==> config.mk <==
export PLATFORM = sky130hd
export DESIGN_NAME = seg_dynamic_scan_flat
export DESIGN_NICKNAME = d
export VERILOG_FILES = /design/src/rtl/seg_dynamic_scan_pkg.sv /design/src/rtl/seg_dynamic_scan_if.sv /design/src/rtl/seg_dynamic_scan_bcd.sv /design/src/rtl/seg_dynamic_scan.sv /design/src/flat_wrapper.sv
export SDC_FILE = /design/constraint.sdc
export NUM_CORES = 1
export LEC_CHECK = 0
export CAP_MARGIN = 20
export CORE_MARGIN = 1.5
export CORE_UTILIZATION = 40
export CTS_CLUSTER_SIZE = 25
export DETAILED_ROUTE_END_ITERATION = 10
export PLACE_DENSITY = 0.63
export SYNTH_ARGS = -nofsm -noshare
export SYNTH_HDL_FRONTEND = slang
export SYNTH_SLANG_ARGS = --single-unit
==> constraint.sdc <==
create_clock -name sys_clk -period 7.36 [get_ports sys_clk]
set_input_delay 0.736 -clock sys_clk [delete_from_list [all_inputs] [get_ports sys_clk]]
set_output_delay 0.736 -clock sys_clk [all_outputs]
set_load 0.01 [all_outputs]
==> src/rtl/seg_dynamic_scan_pkg.sv <==
// Shared constants and helpers for the six-digit multiplexed display.
// Segment codes are common-anode, active-low: bit0=a .. bit6=g, bit7=dp.
package seg_dynamic_scan_pkg;

  localparam int DIGITS = 6;
  localparam logic [19:0] BCD_MAX = 20'd999_999;

  localparam logic [7:0] SEG_MINUS = 8'hBF;
  localparam logic [7:0] SEG_BLANK = 8'hFF;
  localparam logic [7:0] SEG_DP_MASK = 8'h7F;

  localparam logic [9:0][7:0] SEG_DIGIT = {
    8'h90, 8'h80, 8'hF8, 8'h82, 8'h92,
    8'h99, 8'hB0, 8'hA4, 8'hF9, 8'hC0
  };

  function automatic logic [7:0] seg_code(
    input logic [3:0] d
  );
    logic [7:0] r;
    r = SEG_BLANK;
    if (d < 4'd10) r = SEG_DIGIT[d];
    return r;
  endfunction

  // One double-dabble correction step over all BCD digits.
  function automatic logic [23:0] add3(
    input logic [23:0] b
  );
    logic [23:0] r;
    for (int i = 0; i < DIGITS; i++) begin
      r[4*i+:4] = (b[4*i+:4] >= 4'd5) ?
        b[4*i+:4] + 4'd3 : b[4*i+:4];
    end
    return r;
  endfunction

endpackage

==> src/rtl/seg_dynamic_scan_if.sv <==
// Value/flag inputs and multiplexed sel/seg outputs of the scan stage.
// The slave side is the display stage, the master side drives the value.
interface seg_dynamic_scan_if;

  logic [19:0] data;
  logic [5:0]  point;
  logic        sign;
  logic        seg_en;
  logic [5:0]  sel;
  logic [7:0]  seg;

  modport master (
    output data, point, sign, seg_en,
    input  sel, seg
  );

  modport slave (
    input  data, point, sign, seg_en,
    output sel, seg
  );

endinterface

==> src/rtl/seg_dynamic_scan_bcd.sv <==
// Sequential binary-to-BCD converter: one capture cycle, 20 shift steps,
// then a one-cycle done pulse with the full result on bcd.
module bcd_8421_seq
  import seg_dynamic_scan_pkg::*;
(
  input  logic        sys_clk,
  input  logic        sys_rst,
  input  logic        start,
  input  logic [19:0] bin,
  output logic        busy,
  output logic        done,
  output logic [23:0] bcd
);

  logic [19:0] sh;
  logic [23:0] acc;
  logic [23:0] adj;
  logic [4:0]  cnt;

  assign adj = add3(acc);

  always_ff @(posedge sys_clk) begin
    if (sys_rst) begin
      busy <= 1'b0;
      done <= 1'b0;
      bcd  <= '0;
      sh   <= '0;
      acc  <= '0;
      cnt  <= '0;
    end else begin
      done <= 1'b0;
      if (!busy) begin
        if (start) begin
          sh   <= bin;
          acc  <= '0;
          cnt  <= '0;
          busy <= 1'b1;
        end
      end else begin
        {acc, sh} <= {adj[22:0], sh, 1'b0};
        cnt <= cnt + 5'd1;
        if (cnt == 5'd19) begin
          busy <= 1'b0;
          done <= 1'b1;
          bcd  <= {adj[22:0], sh[19]};
        end
      end
    end
  end

endmodule

==> src/rtl/seg_dynamic_scan.sv <==
// Converts a clamped binary value to BCD and time-multiplexes six digits
// onto registered sel/seg with leading-zero blanking, dp and sign.
module seg_dynamic_scan
  import seg_dynamic_scan_pkg::*;
#(
  parameter int CNT_MAX = 49_999
) (
  input logic sys_clk,
  input logic sys_rst,
  seg_dynamic_scan_if.slave bus
);

  localparam int CW = $clog2(CNT_MAX + 1);

  logic [CW-1:0] scan_cnt;
  logic [2:0]    idx;
  logic          conv_start;
  logic          conv_busy;
  logic          conv_done;
  logic [19:0]   conv_bin;
  logic [23:0]   conv_bcd;
  logic [5:0]    cap_point;
  logic          cap_sign;
  logic [23:0]   disp_bcd;
  logic [5:0]    disp_point;
  logic          disp_sign;
  logic [2:0]    msd;
  logic [3:0]    cur_dig;
  logic [7:0]    cur_seg;
  logic [5:0]    sel_q;
  logic [7:0]    seg_q;

  assign conv_start = ~conv_busy & ~conv_done;
  assign conv_bin = (bus.data > BCD_MAX) ?
    BCD_MAX : bus.data;

  bcd_8421_seq u_bcd (
    .sys_clk (sys_clk),
    .sys_rst (sys_rst),
    .start   (conv_start),
    .bin     (conv_bin),
    .busy    (conv_busy),
    .done    (conv_done),
    .bcd     (conv_bcd)
  );

  // Flags ride with the value they were captured with.
  always_ff @(posedge sys_clk) begin
    if (sys_rst) begin
      cap_point  <= '0;
      cap_sign   <= 1'b0;
      disp_bcd   <= '0;
      disp_point <= '0;
      disp_sign  <= 1'b0;
    end else begin
      if (conv_start) begin
        cap_point <= bus.point;
        cap_sign  <= bus.sign;
      end
      if (conv_done) begin
        disp_bcd   <= conv_bcd;
        disp_point <= cap_point;
        disp_sign  <= cap_sign;
      end
    end
  end

  always_comb begin
    msd = '0;
    for (int i = 0; i < DIGITS; i++) begin
      if (disp_bcd[4*i+:4] != 4'd0 || disp_point[i])
        msd = 3'(i);
    end
  end

  always_comb begin
    cur_dig = disp_bcd[{idx, 2'b00}+:4];
    cur_seg = SEG_BLANK;
    if (idx <= msd) begin
      cur_seg = seg_code(cur_dig) &
        (disp_point[idx] ? SEG_DP_MASK : SEG_BLANK);
    end else if (disp_sign && msd < 3'd5 &&
                 idx == msd + 3'd1) begin
      cur_seg = SEG_MINUS;
    end
  end

  always_ff @(posedge sys_clk) begin
    if (sys_rst) begin
      scan_cnt <= '0;
      idx      <= '0;
    end else if (scan_cnt == CW'(CNT_MAX)) begin
      scan_cnt <= '0;
      idx      <= (idx == 3'd5) ? 3'd0 : idx + 3'd1;
    end else begin
      scan_cnt <= scan_cnt + 1'b1;
    end
  end

  always_ff @(posedge sys_clk) begin
    if (sys_rst) begin
      sel_q <= '0;
      seg_q <= SEG_BLANK;
    end else if (bus.seg_en) begin
      sel_q <= 6'b1 << idx;
      seg_q <= cur_seg;
    end else begin
      sel_q <= '0;
      seg_q <= SEG_BLANK;
    end
  end

  assign bus.sel = sel_q;
  assign bus.seg = seg_q;

endmodule

==> src/flat_wrapper.sv <==
// flat-port wrapper written by rule: the top's interface ports become plain ports
module seg_dynamic_scan_flat import seg_dynamic_scan_pkg::*;
#(
  parameter int CNT_MAX = 49_999
)
  (sys_clk, sys_rst, bus_data, bus_point, bus_sign, bus_seg_en, bus_sel, bus_seg);
  seg_dynamic_scan_if bus_i ();
  input logic sys_clk;
  input logic sys_rst;
  input wire logic [$bits(bus_i.data)-1:0] bus_data;
  input wire logic [$bits(bus_i.point)-1:0] bus_point;
  input wire logic [$bits(bus_i.sign)-1:0] bus_sign;
  input wire logic [$bits(bus_i.seg_en)-1:0] bus_seg_en;
  output wire logic [$bits(bus_i.sel)-1:0] bus_sel;
  output wire logic [$bits(bus_i.seg)-1:0] bus_seg;
  assign bus_i.data = bus_data;
  assign bus_i.point = bus_point;
  assign bus_i.sign = bus_sign;
  assign bus_i.seg_en = bus_seg_en;
  assign bus_sel = bus_i.sel;
  assign bus_seg = bus_i.seg;
  seg_dynamic_scan #(.CNT_MAX(CNT_MAX)) u_core (.sys_clk(sys_clk), .sys_rst(sys_rst), .bus(bus_i));
endmodule
==> results.toml <==
[clock_tree]
clock_sinks = 146
cts_setup_buffers = 0
root_buffer = "clkbuf_16"
postCtsHoldBufs = 0
clk_pin_slew_ps = 60
cts_buffers = 17
post_cts_resized = 0
clk_latency_ps = 420
ctsHtreeMaxLevel = 4
cts_buffer_depth = 2
cts_tree = "built"

[floorplan]
core_area_sq_um = 16520
rows = 47
initial_utilization_pct = 40.83
die_x_um = 132.9
dieArea_sq_um = 17650
ioPinCount = 44
die_h_um = 132.9

[timing]
finalCritPeriodShare_pct = 35.66
rsz0062_at_grt = "no"
tightest_slew_ps = 921.5
drv_slew = 0
max_freq_ghz = 0.3810
fin_tns_setup_ps = 0
skew_ps = 9.286
period_needed_ps = 2625
finalSetupViolCount = 0
whs_ps = 455.2
hold_violations = 0
relSlewSlack_pct = 38.38

[synthesis]
synth.avg_cell_area_sq_um = 8.197
ys_seq_area_share_pct = 43.32
synth_seq_cells = 146
yosys_warnings = 0
synth.cell_area_sq_um = 6746
synth_ff_type = "dfxtp_1"
synth_nets = 875
synth_edf_count = 0
ys_types = 59
syn_inst = 823
async_flop_share_pct = 0

[placement]
postPlaceCellArea_sq_um = 7258
place_congestion = 0.8234
dp.cells = 1040
numPortBuffers = 43
hpwl_um = 8963

[worst_setup_path]
worstSetupStartpointType = "flop"
crit_arrival_ps = 2910
critPathCaptureType = "flop"
r2r_cells = 8
worstPathRequired_ps = 7640
reg2reg_slack_ps = 4740
critPathKind = "reg2reg"
r2r_end = "u_core.bus.seg[3]"
crit_path_max_fanout = 8
r2r_start = "u_core.disp_bcd[17]"
startpoint = "u_core.disp_bcd[17]"

[min_path]
hold_start = "u_core.u_bcd.bcd[8]"
hold_end = "u_core.u_bcd.bcd[8]"
hp-class = "reg2reg"
hold_depth = 2

[power_and_ir_drop]
switchingPower_w = 0.0003575
clkPwrFrac_pct = 50.9
p_int_w = 0.001428
switching_share_pct = 20.02
power_frac_seq_pct = 45.4
p_leak_nw = 2.820
p_comb_share_pct = 3.7
power_density_nw_per_um2 = 225.3
worst_ir_drop_vdd_mv = 0.1609
power_w = 0.001785

[finish]
final-seq-area_sq_um = 2928
nNetsFinal = 893
n_antenna_cell = 0
final_area_sq_um = 7925
layoutNonFillerInstCount = 1074
drive_gt1_share_pct = 6.089
nFillCells = 1639
multiInputGateArea_sq_um = 3522
area_growth_pct = 17.47

[detailed_routing]
drt_iter0_drc = 302
via_per_inst = 5.013
wire_per_inst_um = 12.48
first_pass_iters = 7
routed_wirelength_um = 13400
antenna_left = 0
vias = 5384
drc = 0

[grt]
grt_pass1_vias = 4878
antenna_found_initial = 0
gr-usage-all-layers_pct = 15.94
grt-ovfl-total = 0
grt_pass1_wl_um = 22930
grt_max_degree = 103

[outcome]
status = "finished, final reports clean"

[flow_run]
max_cap_viol_count = 0
[sequential cells by signal (all words and copies together) (netlist names)]
name               cells
u_core.bus.seg         8
u_core.bus.sel         6
u_core.cap_point       6
u_core.cap_sign        1
u_core.disp_bcd       24
u_core.disp_point      6
u_core.disp_sign       1
u_core.idx             3
u_core.scan_cnt       16
u_core.u_bcd.acc      24
u_core.u_bcd.bcd      24
u_core.u_bcd.busy      1
u_core.u_bcd.cnt       5
u_core.u_bcd.done      1
u_core.u_bcd.sh       20
[metrics by stage]
step | utilization [%] | worst slack [ps]
final | 47.96 | 4735
after global routing | 47.96 | 4504
after CTS | 47.75 | 4704
after detailed placement | 43.92 | 4718
after global placement | 43.92 | 4806
after floorplan | - | 4994
[layer usage]
| layer | vias up | part of all wire [%] | track usage (%) |
|---|---|---|---|
| li1 | 2828 | - | - |
| met3 | 19 | 2.6 | 3.410 |
| met2 | 73 | 45 | 25.17 |
| met4 | 0 | 2.0 | 6.899 |
| met5 | - | 0 | 0 |
| met1 | 2464 | 51 | 21.04 |
[final cells by class]
type | count | share of cell area [%]
multi-input combinational | 606 | 44.44
timing repair buffer | 48 | 6.126
tap | 220 | 3.473
clock buffer | 24 | 6.078
inverter | 22 | 1.042
sequential | 146 | 36.94
clock inverter | 8 | 1.895
[power groups by stage]
stage	clock network, W	logic, W	registers, W
after global placement	0	0.0000667	0.000827
after global routing	0.000966	0.0000757	0.000811
final	0.000908	0.0000669	0.000810
after CTS	0.000930	0.0000674	0.000810
after floorplan	0	0.0000386	0.000827
after detailed placement	0	0.0000671	0.000827
[worst max-delay path by stage]
stage                          endpoint
floorplan             u_core.bus.seg[6]
global placement      u_core.bus.seg[6]
detailed placement    u_core.bus.seg[3]
CTS                   u_core.bus.seg[3]
global route        u_core.u_bcd.bcd[0]
finish                u_core.bus.seg[3]
[cell usage in the layout (no fill, tap or decap), types with 8 or more instances in the layout]
master             n
xor2_1             9
a311oi_1           9
ha_1              22
nand2b_1          17
dfxtp_1          144
mux2i_1           55
clkdlybuf4s50_1   42
o21ai_0           30
nor3_1             8
clkbuf_16         17
xnor2_1           14
nor2_1           136
nand3_1           19
inv_1             22
nand2_1          114
a21oi_1           97
[worst max-delay path, cell delays in order, from the launching register on]
cell	delay [ps]
dfxtp_1	310
or4_1	540
nor3_1	240
o31ai_1	150
ha_1	310
a211oi_1	270
o21a_1	330
and2_1	250
a32oi_1	80
[logic make-up (layout without fill, tap and decap cells)]
logic type,after synthesis,after routing,synth area share [%]
AND/OR/NAND/NOR,345,345,22.94
AO/OA/AOI/OAI,160,160,13.65
flip-flops,146,146,43.32
buffers and inverters,71,102,4.470
multiplexers,56,56,8.550
XOR/XNOR,23,23,2.986
adder cells (fa/ha/maj),22,22,4.080
[Yosys cell counts (4+ instances only)]
cell type | count | share of area, %
nor3_1 | 8 | 0.59
nand4_1 | 6 | 0.56
clkbuf_1 | 31 | 1.7
inv_1 | 22 | 1.2
nand2b_1 | 17 | 1.6
o21ai_0 | 30 | 2.2
nand2_1 | 114 | 6.3
xor2_1 | 9 | 1.2
nand3_1 | 19 | 1.4
or2_2 | 4 | 0.37
dfxtp_1 | 146 | 43
xnor2_1 | 14 | 1.8
mux2i_1 | 55 | 8.2
ha_1 | 22 | 4.1
a21oi_1 | 97 | 7.2
nor3b_1 | 6 | 0.67
buf_1 | 7 | 0.39
buf_2 | 7 | 0.52
nor2_1 | 136 | 7.6
a311oi_1 | 9 | 1.2
No activity file was read; power rests on OpenSTA's default activity.
